## src/rtl/fp_operand_unpack.sv

```systemverilog
// FP add/sub front-end: unpack, classify, magnitude-order two singles and precompute special results.
// 2-cycle latency, 1 op/cycle, stalls on out_ready. FP_DENORM_FLUSH_EN flushes denormal inputs to signed zero.
module fp_operand_unpack #(
  parameter int EXP_W     = 8,
  parameter int MAN_W     = 23,
  parameter int SHIFT_SAT = 25,
  localparam int W        = 1 + EXP_W + MAN_W,
  localparam int DIFF_W   = $clog2(SHIFT_SAT + 1)
) (
  input  logic              clk,
  input  logic              rst,
  input  logic              in_valid,
  output logic              in_ready,
  input  logic [W-1:0]      op_a,
  input  logic [W-1:0]      op_b,
  input  logic              sub,
  output logic              out_valid,
  input  logic              out_ready,
  output logic [EXP_W-1:0]  sel_exp,
  output logic [DIFF_W-1:0] exp_diff,
  output logic [MAN_W:0]    mant_big,
  output logic [MAN_W:0]    mant_small,
  output logic              sign_res,
  output logic              eop,
  output logic              swap,
  output logic              special,
  output logic [W-1:0]      special_result
);

  typedef struct packed {
    logic             sign;
    logic [EXP_W-1:0] exp;
    logic [MAN_W:0]   mant;
    logic             nan;
    logic             inf;
    logic             zero;
`ifndef FP_DENORM_FLUSH_EN
    logic             den;
`endif
  } opnd_t;

  localparam logic [W-1:0] QNAN = {1'b0, {EXP_W{1'b1}}, 1'b1, {(MAN_W-1){1'b0}}};

  function automatic opnd_t unpack(input logic s, input logic [EXP_W-1:0] e, input logic [MAN_W-1:0] m);
    opnd_t o;
    o      = '0;
    o.sign = s;
    o.nan  = (e == '1) && (m != '0);
    o.inf  = (e == '1) && (m == '0);
`ifdef FP_DENORM_FLUSH_EN
    o.zero = (e == '0);
    if (!o.zero) begin
      o.exp  = e;
      o.mant = {1'b1, m};
    end
`else
    o.zero = (e == '0) && (m == '0);
    o.den  = (e == '0) && (m != '0);
    // Denormals sit at the minimum normal exponent without the hidden bit.
    if (o.den) begin
      o.exp  = EXP_W'(1);
      o.mant = {1'b0, m};
    end else if (!o.zero) begin
      o.exp  = e;
      o.mant = {1'b1, m};
    end
`endif
    return o;
  endfunction

  // Original encoding of an operand (with effective sign), used when it passes through a zero.
  function automatic logic [W-1:0] raw_bits(input opnd_t o);
`ifdef FP_DENORM_FLUSH_EN
    return {o.sign, o.exp, o.mant[MAN_W-1:0]};
`else
    return {o.sign, (o.den ? {EXP_W{1'b0}} : o.exp), o.mant[MAN_W-1:0]};
`endif
  endfunction

  logic  s1_v;
  logic  s1_rdy;
  logic  s2_rdy;
  opnd_t s1_a;
  opnd_t s1_b;
  opnd_t a_in;
  opnd_t b_in;

  assign s2_rdy   = !out_valid || out_ready;
  assign s1_rdy   = !s1_v || s2_rdy;
  assign in_ready = s1_rdy;

  assign a_in = unpack(op_a[W-1], op_a[W-2 -: EXP_W], op_a[MAN_W-1:0]);
  assign b_in = unpack(op_b[W-1] ^ sub, op_b[W-2 -: EXP_W], op_b[MAN_W-1:0]);

  always_ff @(posedge clk) begin
    if (rst) begin
      s1_v <= 1'b0;
      s1_a <= '0;
      s1_b <= '0;
    end else if (s1_rdy) begin
      s1_v <= in_valid;
      if (in_valid) begin
        s1_a <= a_in;
        s1_b <= b_in;
      end
    end
  end

  logic              swap_c;
  logic [EXP_W-1:0]  big_exp;
  logic [EXP_W-1:0]  small_exp;
  logic [MAN_W:0]    big_mant;
  logic [MAN_W:0]    small_mant;
  logic [EXP_W:0]    diff_full;
  logic [DIFF_W-1:0] diff_sat;
  logic              eop_c;
  logic              sign_c;
  logic              special_c;
  logic [W-1:0]      result_c;

  always_comb begin
    swap_c     = {s1_b.exp, s1_b.mant} > {s1_a.exp, s1_a.mant};
    big_exp    = swap_c ? s1_b.exp  : s1_a.exp;
    small_exp  = swap_c ? s1_a.exp  : s1_b.exp;
    big_mant   = swap_c ? s1_b.mant : s1_a.mant;
    small_mant = swap_c ? s1_a.mant : s1_b.mant;
    // One extra bit so the difference never wraps before saturation.
    diff_full  = {1'b0, big_exp} - {1'b0, small_exp};
    if (diff_full > (EXP_W+1)'(SHIFT_SAT)) diff_sat = DIFF_W'(SHIFT_SAT);
    else                                   diff_sat = diff_full[DIFF_W-1:0];
    eop_c      = s1_a.sign ^ s1_b.sign;
    sign_c     = swap_c ? s1_b.sign : s1_a.sign;
  end

  always_comb begin
    special_c = 1'b1;
    result_c  = '0;
    if (s1_a.nan || s1_b.nan) begin
      result_c = QNAN;
    end else if (s1_a.inf && s1_b.inf && eop_c) begin
      result_c = QNAN;
    end else if (s1_a.inf) begin
      result_c = {s1_a.sign, {EXP_W{1'b1}}, {MAN_W{1'b0}}};
    end else if (s1_b.inf) begin
      result_c = {s1_b.sign, {EXP_W{1'b1}}, {MAN_W{1'b0}}};
    end else if (s1_a.zero && s1_b.zero) begin
      result_c = {s1_a.sign & s1_b.sign, {(W-1){1'b0}}};
    end else if (s1_a.zero) begin
      result_c = raw_bits(s1_b);
    end else if (s1_b.zero) begin
      result_c = raw_bits(s1_a);
    end else begin
      special_c = 1'b0;
    end
  end

  always_ff @(posedge clk) begin
    if (rst) begin
      out_valid      <= 1'b0;
      sel_exp        <= '0;
      exp_diff       <= '0;
      mant_big       <= '0;
      mant_small     <= '0;
      sign_res       <= 1'b0;
      eop            <= 1'b0;
      swap           <= 1'b0;
      special        <= 1'b0;
      special_result <= '0;
    end else if (s2_rdy) begin
      out_valid <= s1_v;
      if (s1_v) begin
        sel_exp        <= big_exp;
        exp_diff       <= diff_sat;
        mant_big       <= big_mant;
        mant_small     <= small_mant;
        sign_res       <= sign_c;
        eop            <= eop_c;
        swap           <= swap_c;
        special        <= special_c;
        special_result <= result_c;
      end
    end
  end

endmodule

```

## config.mk

```make
export PLATFORM = sky130hd
export DESIGN_NAME = fp_operand_unpack
export DESIGN_NICKNAME = d
export VERILOG_FILES = /design/src/rtl/fp_operand_unpack.sv
export SDC_FILE = /design/constraint.sdc
export NUM_CORES = 1
export LEC_CHECK = 0
export ABC_AREA = 1
export BUFFER_PORTS_ARGS = -buffer_cell sky130_fd_sc_hd__buf_4
export CAP_MARGIN = 20
export CORE_MARGIN = 2
export CORE_UTILIZATION = 55
export CTS_BUF_LIST = sky130_fd_sc_hd__clkbuf_16
export DETAILED_ROUTE_END_ITERATION = 6
export PLACE_DENSITY_LB_ADDON = 0.12
export SLEW_MARGIN = 0
export SYNTH_ARGS = -nofsm -noshare
export SYNTH_HDL_FRONTEND = slang
export SYNTH_SLANG_ARGS = --single-unit
```

## constraint.sdc

```tcl
create_clock -name clk -period 3.3 [get_ports clk]
set_clock_uncertainty 0.15 [all_clocks]
set_input_delay 0.66 -clock clk [delete_from_list [all_inputs] [get_ports clk]]
set_output_delay 0.66 -clock clk [all_outputs]
set_load 0.02 [all_outputs]
```

==> results of run 1 <==
-- layout by cell type (no fill, tap or decap), types with 10 or more instances in the layout --
cell type / instances
dfxtp_1: 168
clkbuf_16: 17
nor2_1: 38
nand4_1: 10
ha_1: 24
o22ai_1: 16
buf_4: 183
nor4_1: 14
o21ai_0: 80
inv_1: 80
nand2_2: 13
o211ai_1: 23
a21oi_1: 190
nand2_1: 339
nand3_1: 31
-- worst reg2reg max path, stage by stage (launching register included) --
cell and delay, ns:
dfxtp_1 0.38, ha_4 0.30, nand2_1 0.06, nor2_2 0.13, nand4_1 0.20, nor3_4 0.31, nand4_4 0.22, nand2_8 0.15
nand2_4 0.07, nand3_4 0.06, ha_2 0.17, inv_2 0.05, nand2_4 0.08, nand2_2 0.07, nand2_2 0.07, nand2_1 0.05
nand2_1 0.07, nor2_1 0.05, nor2_2 0.18, nand4_1 0.12, nand2_1 0.09, inv_1 0.03
-- metrics by stage --
| stage | utilization | std cells | setup slack, ns | setup TNS, ns |
|---|---|---|---|---|
| after floorplan | - | 1169 | 0.3893 | 0 |
| after global placement | 0.6603 | 1466 | 0.1773 | 0 |
| after detailed placement | 0.6603 | 1466 | 0.1188 | 0 |
| after CTS | 0.6987 | 1496 | 0.1059 | 0 |
| after global routing | 0.7122 | 1500 | -0.05543 | -0.1249 |
| final | 0.7122 | 1500 | 0.1494 | 0 |
-- power by group --
part | internal (mW) | switching [mW] | leakage, nW | total, mW
Sequential | 2.21 | 0.0876 | 1.42 | 2.30
Combinational | 0.460 | 0.784 | 2.79 | 1.24
Clock | 1.16 | 0.800 | 0.292 | 1.96
-- state kept, by name, summed over array words and instances (netlist names) --
signal,count
swap,1
s1_v,1
out_valid,1
exp_diff,5
mant_big,24
eop,1
special_result,32
s1_b,37
special,1
mant_small,24
s1_a,37
sel_exp,8
sign_res,1
-- cell families (layout without fill, tap and decap cells) --
group                    Yosys count  count (layout)
adder cells (fa/ha/maj)           34              34
flip-flops                       173             173
AND/OR/NAND/NOR                  476             476
AO/OA/AOI/OAI                    330             330
XOR/XNOR                           1               1
buffers and inverters            155             302
-- area by class of cell --
type / instances / area, µm² / area share
repair buffers: 188 / 1465 / 0.1405
flip-flops and latches: 173 / 3470 / 0.3327
clock buffers: 17 / 425.4 / 0.04079
clock inverters: 13 / 136.4 / 0.01308
multi-input cells: 841 / 4387 / 0.4206
inverters: 84 / 315.3 / 0.03023
well taps: 184 / 230.2 / 0.02208
-- worst max path at each step --
stage | to | cells past startpoint
6_report | exp_diff[4] | 21
5_1_grt | exp_diff[4] | 22
2_1_floorplan | exp_diff[4] | 23
4_1_cts | exp_diff[4] | 22
3_5_place_dp | exp_diff[4] | 22
3_3_place_gp | exp_diff[4] | 22
-- synth_stat cells, types with 3 or more instances --
master,count
a211oi_1,6
a21oi_1,191
a31oi_1,8
buf_1,8
buf_2,3
clkbuf_1,59
dfxtp_1,173
ha_1,34
inv_1,82
nand2_1,347
nand2_2,7
nand2_4,3
nand3_1,33
nand4_1,10
nor2_1,42
nor3_1,4
nor4_1,14
o211ai_1,23
o21ai_0,80
o22ai_1,16
-- per-layer routing --
layer / up-vias / wire length (µm) / share of wire / global-route usage
li1: 4181 / - / - / -
met1: 3904 / 10500 / 0.43 / 0.4038
met2: 369 / 11430 / 0.47 / 0.4769
met3: 44 / 1753 / 0.072 / 0.05609
met4: 0 / 518 / 0.021 / 0.09244
met5: - / 0 / 0 / 0
-- what timing repair did --
action                                 in CTS  in global routing
endpoints found under the hold margin       0                  0
resized for setup                           0                 39
setup endpoints to repair                   0                  5
setup buffers                               0                  4
hold buffers                                0                  0
==> results.json, run 1 <==
{
  "tightestPinTransition_ns": 0.9571,
  "crit_buf_inv": 2,
  "setup.worst_path.start": "s1_b[25]",
  "crit_type": "reg -> reg",
  "grt_max_degree": 142,
  "end_kind": "flop",
  "syn_inst": 1169,
  "drive_gt1_frac": 0.2052,
  "post_drt_wl_per_cell_um": 16.13,
  "fin_crit_sh": 0.9547,
  "status": "finished clean",
  "vias": 8498,
  "drt_wl_total_mm": 24.20,
  "routabilityCongestion": 0.8683,
  "synthAdderAreaFrac": 0.05134,
  "yosysUniqueCellTypes": 40,
  "reg2reg_to": "exp_diff[4]",
  "p_leak_nw": 4.501,
  "grt_pass1_vias": 7759,
  "nets": 1408,
  "synth_top_cell_area_share": 0.4180,
  "crit_required_ns": 3.48,
  "slowest_delay_ns": 0.38,
  "fillers": 1225,
  "drc": 0,
  "post-dp-hpwl_mm": 16.36,
  "cts.sinks": 173,
  "post_dp_cell_area_um2": 9669,
  "slew_headroom": 0.3612,
  "yosys.area_share.simple": 0.2446,
  "antenna_found_initial": 0,
  "hold_class": "reg -> reg",
  "ys_async_sr_fraction": 0,
  "synthTopCellsByArea": "dfxtp_1, nand2_1, a21oi_1, ha_1, o21ai_0",
  "antenna_cells": 0,
  "clkSlewWorstSetupHoldPaths_ns": 0.06,
  "cts.path.max_buffers": 2,
  "post-route-min-period_ns": 3.151,
  "ant_nets": 0,
  "r2r-start": "s1_b[25]",
  "hold_viol_final": 0,
  "synth_flop_cell": "dfxtp_1",
  "area_growth_pct": 25.87,
  "ys_warn_count": 0,
  "place.port_buffers": 167,
  "htreeDepth": 4,
  "synth_edf_count": 0,
  "hold_ws_ns": 0.3134,
  "cp.arrival_ns": 3.33,
  "finalMaxSlewViolations": 0,
  "power.density_nw_per_um2": 527.8,
  "ios": 168,
  "grt_usage": 0.2956,
  "setup.worst_path.start_class": "flop",
  "clkLatencyLatePin_ns": 0.43,
  "syn_area_um2": 8285,
  "initial_core_util": 0.5658,
  "fp.dieH_um": 126.7,
  "grt_overflow": 0,
  "min_to": "mant_big[16]",
  "path_cells": "ha_4 -> nand2_1 -> nor2_2 -> nand4_1 -> nor3_4 -> nand4_4 -> nand2_8 -> nand2_4 -> nand3_4 -> ha_2 -> inv_2 -> nand2_4 -> nand2_2 -> nand2_2 -> nand2_1 -> nand2_1 -> nor2_1 -> nor2_2 -> nand4_1 -> nand2_1 -> inv_1",
  "die_area_um2": 16060,
  "drt_iter0_markers": 896,
  "drtPass1Iterations": 5,
  "synth_sequential_area_ratio": 0.4180,
  "fmax_ghz": 0.3174,
  "tritoncts": "yes",
  "synth_fp_nets": 1272,
  "syn_avg_cell_area_um2": 7.088,
  "cts_inserted_buffers": 17,
  "worstRegToRegCells": 21,
  "min_from": "mant_big[16]",
  "slowest_stage": "dfxtp_1",
  "power_mw": 5.505,
  "path_common_cell": "nand2_1",
  "max_cap_viol_count": 0,
  "synth_top_family_by_area": "simple AND/OR/NAND/NOR gates",
  "design_area_um2": 10430,
  "r2r_setup_slack_ns": 0.15,
  "chipWidth_um": 126.7,
  "via_per_inst": 5.665,
  "cp_max_fo": 7,
  "cp_top_family": "simple AND/OR/NAND/NOR gates",
  "ir_drop_v": 0.0003577,
  "grt_first_pass_wirelength_mm": 38.49,
  "ys_ff_latch": 173,
  "hold_path_depth": 2,
  "coreArea_um2": 14640,
  "setup_viol": 0,
  "root_buffer": "clkbuf_16",
  "synthXorXnorAreaFrac": 0.001057,
  "muxShareOfSynthArea": 0,
  "row_count": 44,
  "yosysTopAreaCell": "dfxtp_1",
  "synth_compound_area_frac": 0.2134
}
(Power assumes the default switching activity.)
==> run 2, diff against run 1 <==
--- a/config.mk
+++ b/config.mk
@@ -6,7 +6,7 @@
 export NUM_CORES = 1
 export LEC_CHECK = 0
 export ABC_AREA = 1
-export BUFFER_PORTS_ARGS = -buffer_cell sky130_fd_sc_hd__buf_4
+export BUFFER_PORTS_ARGS = -buffer_cell sky130_fd_sc_hd__clkbuf_2
 export CAP_MARGIN = 20
 export CORE_MARGIN = 2
 export CORE_UTILIZATION = 55
==> run 2 against run 1 <==
Against the previous run: hold slack lost 0.00073 ns; critical path depth shrank 1; sequential cell count is the same; clock-buffer cell count is the same; largest power group is now the clock network.
==> results.json, run 2 (synthesized netlist as in run 1, its figures left out) <==
{
  "power.share.combinational": 0.204,
  "drtPass1Iterations": 5,
  "row_count": 44,
  "cts.path.max_buffers": 2,
  "chipWidth_um": 126.7,
  "p_sw_mw": 1.698,
  "setup_tns_ns": 0,
  "slew_headroom": 0.3811,
  "ios": 168,
  "grt_first_pass_wirelength_mm": 38.20,
  "ir_drop_v": 0.0004680,
  "post-dp-hpwl_mm": 16.41,
  "drc": 0,
  "drive_gt1_frac": 0.2082,
  "holdBufCountCts": 0,
  "power.density_nw_per_um2": 572.9,
  "grt_pass1_vias": 7729,
  "clkSlewWorstSetupHoldPaths_ns": 0.06,
  "post_drt_wl_per_cell_um": 15.93,
  "largestRegisters": "s1_a (37), s1_b (37), special_result (32)",
  "drt_iter0_markers": 716,
  "root_buffer": "clkbuf_16",
  "grt_overflow": 0,
  "fp.dieH_um": 126.7,
  "final_cells": 1505,
  "max_cap_viol_count": 0,
  "setup_viol": 0,
  "antenna_cells": 0,
  "tritoncts": "yes",
  "via_per_inst": 5.599,
  "hold_class": "reg -> reg",
  "place.port_buffers": 167,
  "antenna_found_initial": 0,
  "cp.arrival_ns": 3.28,
  "fin_crit_sh": 0.9413,
  "tightestPinTransition_ns": 0.9273,
  "pwr-share-seq": 0.397,
  "end_kind": "flop",
  "fin_util": 0.6894,
  "fmax_ghz": 0.3219,
  "final_common_cell": "nand2_1",
  "ant_nets": 0,
  "hold_viol_final": 0,
  "finalMaxSlewViolations": 0,
  "layout_common_cells": "nand2_1, a21oi_1, dfxtp_1",
  "p_leak_nw": 4.417,
  "cts.sinks": 173,
  "nets": 1412,
  "die_area_um2": 16060,
  "setup.worst_path.start_class": "flop",
  "post-route-min-period_ns": 3.106,
  "swShare": 0.2936,
  "crit_buf_inv": 3,
  "cp_max_fo": 5,
  "slowest_delay_ns": 0.32,
  "clkPwrFrac": 0.399,
  "vias": 8426,
  "clkLatencyLatePin_ns": 0.42,
  "crit_type": "reg -> reg",
  "grt_usage": 0.2944,
  "intPower_mw": 4.085,
  "area_growth_pct": 21.85,
  "routabilityCongestion": 0.8639,
  "coreArea_um2": 14640,
  "cp_top_family": "simple AND/OR/NAND/NOR gates",
  "slowest_stage": "dfxtp_1",
  "dp_cells": 1468,
  "initial_core_util": 0.5658,
  "status": "finished clean",
  "crit_required_ns": 3.47,
  "drt_wl_total_mm": 23.97,
  "path_cells": "inv_1 -> ha_1 -> nand2_1 -> nor2_2 -> nand4_1 -> nor3_4 -> nand4_4 -> nand3_2 -> nand3_4 -> ha_1 -> inv_1 -> nand2_2 -> nand2_2 -> nand3_1 -> nand2_1 -> nand3_2 -> nor2_4 -> nand4_1 -> nand2_1 -> inv_1",
  "htreeDepth": 4,
  "grt_max_degree": 142,
  "cts_inserted_buffers": 17
}
==> run 2: worst paths after layout <==
check / from / to / slack, ns / depth (start not counted)
setup reg to reg: s1_a[26] / exp_diff[4] / 0.19 / 20
setup / recovery: s1_a[26] / exp_diff[4] / 0.19 / 20
hold reg to reg: sel_exp[7] / sel_exp[7] / 0.31 / 2
hold / removal: sel_exp[7] / sel_exp[7] / 0.31 / 2
==> run 2: power by group through the flow <==
stage          combinational, mW  sequential, mW  clock [mW]
6_report                    1.18            2.29        2.31
5_1_grt                     1.30            2.31        2.44
4_1_cts                     1.11            2.29        2.33
3_5_place_dp                1.10            2.34           0
3_3_place_gp                1.09            2.33           0
2_1_floorplan              0.687            2.40           0
==> run 2: repair_timing <==
action,in CTS,in global routing
hold endpoints to repair,0,0
resized for setup,0,34
endpoints found under the setup margin,0,5
setup buffers,0,6
==> run 2: layout make-up <==
class	instances	area [µm²]
Fill cell	1303	4548
Multi-Input combinational cell	841	4344
Sequential cell	173	3465
Timing Repair Buffer	192	1067
Clock buffer	17	425.4
Inverter	84	315.3
Clock inverter	14	249.0
Tap cell	184	230.2
==> run 2: metrics by stage <==
step / hold slack [ns] / worst slack, ns / instance area (µm²) / power [mW]
floorplan: 0.2953 / 0.3893 / 8285 / 3.091
global placement: 0.3021 / 0.1874 / 9269 / 3.419
detailed placement: 0.3050 / 0.1032 / 9269 / 3.432
CTS: 0.3152 / 0.09153 / 9943 / 5.727
global route: 0.3290 / -0.01279 / 10100 / 6.047
finish: 0.3126 / 0.1937 / 10100 / 5.784
==> run 2: metal layers <==
metal	routed length, µm	GRT usage	vias up
li1	-	-	4196
met1	10550	0.3983	3879
met2	11510	0.4801	312
met3	1478	0.05820	39
met4	439	0.08791	0
met5	0	0	-
==> run 2: tightest hold or removal path, cell delays in order, from the launching register on <==
cell and delay (ns):
dfxtp_1 0.31, nand2_1 0.06, a21oi_1 0.05
==> run 3, diff against run 2 <==
--- a/config.mk
+++ b/config.mk
@@ -12,6 +12,7 @@
 export CORE_UTILIZATION = 55
 export CTS_BUF_LIST = sky130_fd_sc_hd__clkbuf_16
 export DETAILED_ROUTE_END_ITERATION = 6
+export MAX_ROUTING_LAYER = met4
 export PLACE_DENSITY_LB_ADDON = 0.12
 export SLEW_MARGIN = 0
 export SYNTH_ARGS = -nofsm -noshare
==> run 3 against run 2 <==
Against the previous run: sequential power about the same; cell count up 0.60%; final area up 1.1%; clock-buffer cell count unchanged; global-route usage up 0.54 points; power down 4.0%; routed wire length up 0.14%; critical path depth up 1; critical endpoint unchanged; register-to-register slack worse by 0.07 ns; first-iteration DRC count up 2.1%.
==> results.json, run 3 (synthesized netlist as in run 1, its figures left out) <==
{
  "fp.dieH_um": 126.7,
  "power.share.combinational": 0.224,
  "htreeDepth": 4,
  "hold_viol_final": 0,
  "root_buffer": "clkbuf_16",
  "ant_nets": 0,
  "regArea_um2": 3471,
  "fin_crit_sh": 0.9614,
  "final_common_cell": "nand2_1",
  "drc": 0,
  "setup_viol": 0,
  "tightestPinTransition_ns": 0.9696,
  "pwr-share-seq": 0.414,
  "design_area_um2": 10210,
  "post-dp-hpwl_mm": 16.25,
  "crit_required_ns": 3.48,
  "cts.path.max_buffers": 2,
  "ir_drop_v": 0.0004120,
  "die_area_um2": 16060,
  "grt_pass1_vias": 7685,
  "cp.arrival_ns": 3.36,
  "crit_type": "reg -> reg",
  "power.density_nw_per_um2": 543.9,
  "area_growth_pct": 23.23,
  "post_dp_cell_area_um2": 9264,
  "ios": 168,
  "fmax_ghz": 0.3152,
  "intPower_mw": 3.814,
  "p_leak_nw": 4.447,
  "grt_max_degree": 142,
  "status": "finished clean",
  "vias": 8503,
  "final_cells": 1514,
  "clkSlewWorstSetupHoldPaths_ns": 0.06,
  "routabilityCongestion": 0.8953,
  "coreArea_um2": 14640,
  "cp_max_fo": 7,
  "drtPass1Iterations": 5,
  "via_per_inst": 5.616,
  "row_count": 44,
  "cts_inserted_buffers": 17,
  "slew_headroom": 0.3529,
  "drt_wl_total_mm": 24.01,
  "chipWidth_um": 126.7,
  "grt_overflow": 0,
  "holdBufCountCts": 0,
  "clkPwrFrac": 0.362,
  "clkLatencyLatePin_ns": 0.44,
  "dp_cells": 1469,
  "nets": 1421,
  "initial_core_util": 0.5658,
  "hold_class": "reg -> reg",
  "post-route-min-period_ns": 3.173,
  "r2r_setup_slack_ns": 0.13,
  "power_mw": 5.554,
  "tritoncts": "yes",
  "grt_usage": 0.2999,
  "drt_iter0_markers": 731,
  "layout_common_cells": "nand2_1, a21oi_1, dfxtp_1",
  "place.port_buffers": 167,
  "drive_gt1_frac": 0.2248,
  "swShare": 0.3133,
  "largestRegisters": "s1_a (37), s1_b (37), special_result (32)",
  "p_sw_mw": 1.740,
  "post_drt_wl_per_cell_um": 15.86,
  "setup.worst_path.start_class": "flop",
  "grt_first_pass_wirelength_mm": 37.73,
  "antenna_cells": 0,
  "cts.sinks": 173,
  "antenna_found_initial": 0,
  "finalMaxSlewViolations": 0,
  "max_cap_viol_count": 0,
  "fillers": 1297,
  "end_kind": "flop",
  "multi_input_area_um2": 4493
}
## run 3: layout make-up
type / instances / share of cell area
Tap cell: 184 / 0.02255
Inverter: 84 / 0.03088
Timing Repair Buffer: 200 / 0.1099
Multi-Input combinational cell: 842 / 0.4401
Sequential cell: 173 / 0.3400
Clock buffer: 17 / 0.04167
Clock inverter: 14 / 0.01495
## run 3: power by group through the flow
stage	registers (mW)	logic [mW]	clock network, mW
floorplan	2.40	0.687	0
global placement	2.33	1.09	0
detailed placement	2.34	1.09	0
CTS	2.29	1.10	2.02
global route	2.31	1.37	2.11
finish	2.30	1.24	2.01
## run 3: final timing paths
check	startpoint	to	cells past startpoint
setup reg to reg	s1_a[26]	exp_diff[4]	21
hold / removal	mant_small[7]	mant_small[7]	2
hold reg to reg	mant_small[7]	mant_small[7]	2
setup / recovery	s1_a[26]	exp_diff[4]	21
## run 3: metal layers
layer	global-route usage	vias up	wire length (µm)
met5	-	-	0
met4	0.09050	0	590
met3	0.05609	43	1450
met2	0.4712	351	11300
met1	0.3961	3894	10670
li1	-	4215	-
## run 3: timing repair
action,CTS,global route
gates resized for setup,0,64
buffers inserted,0,13
endpoints found under the setup margin,0,5
## run 3: metrics by stage
step / hold WS (ns) / utilization / TNS [ns] / setup WS, ns
3_3_place_gp: 0.3006 / 0.6326 / 0 / 0.1944
3_5_place_dp: 0.3044 / 0.6326 / 0 / 0.1003
6_report: 0.3120 / 0.6972 / 0 / 0.1272
2_1_floorplan: 0.2953 / - / 0 / 0.3893
4_1_cts: 0.3072 / 0.6721 / 0 / 0.08985
5_1_grt: 0.3258 / 0.6972 / -0.2129 / -0.06413
## run 3: worst max-delay path: stages (launching register included)
cell and delay [ns]:
dfxtp_2 0.33, inv_2 0.05, ha_1 0.28, nand2_2 0.08
nor2_4 0.10, nand4_1 0.21, nor3_4 0.30, nand4_4 0.25
buf_6 0.20, nand2_4 0.07, buf_4 0.11, nand2_1 0.09
nand2_1 0.10, nand3_1 0.09, nand2_1 0.10, a21oi_1 0.06
nand2_1 0.09, nand2_2 0.07, nor2_4 0.12, nand4_1 0.10
nand2_1 0.08, inv_1 0.03
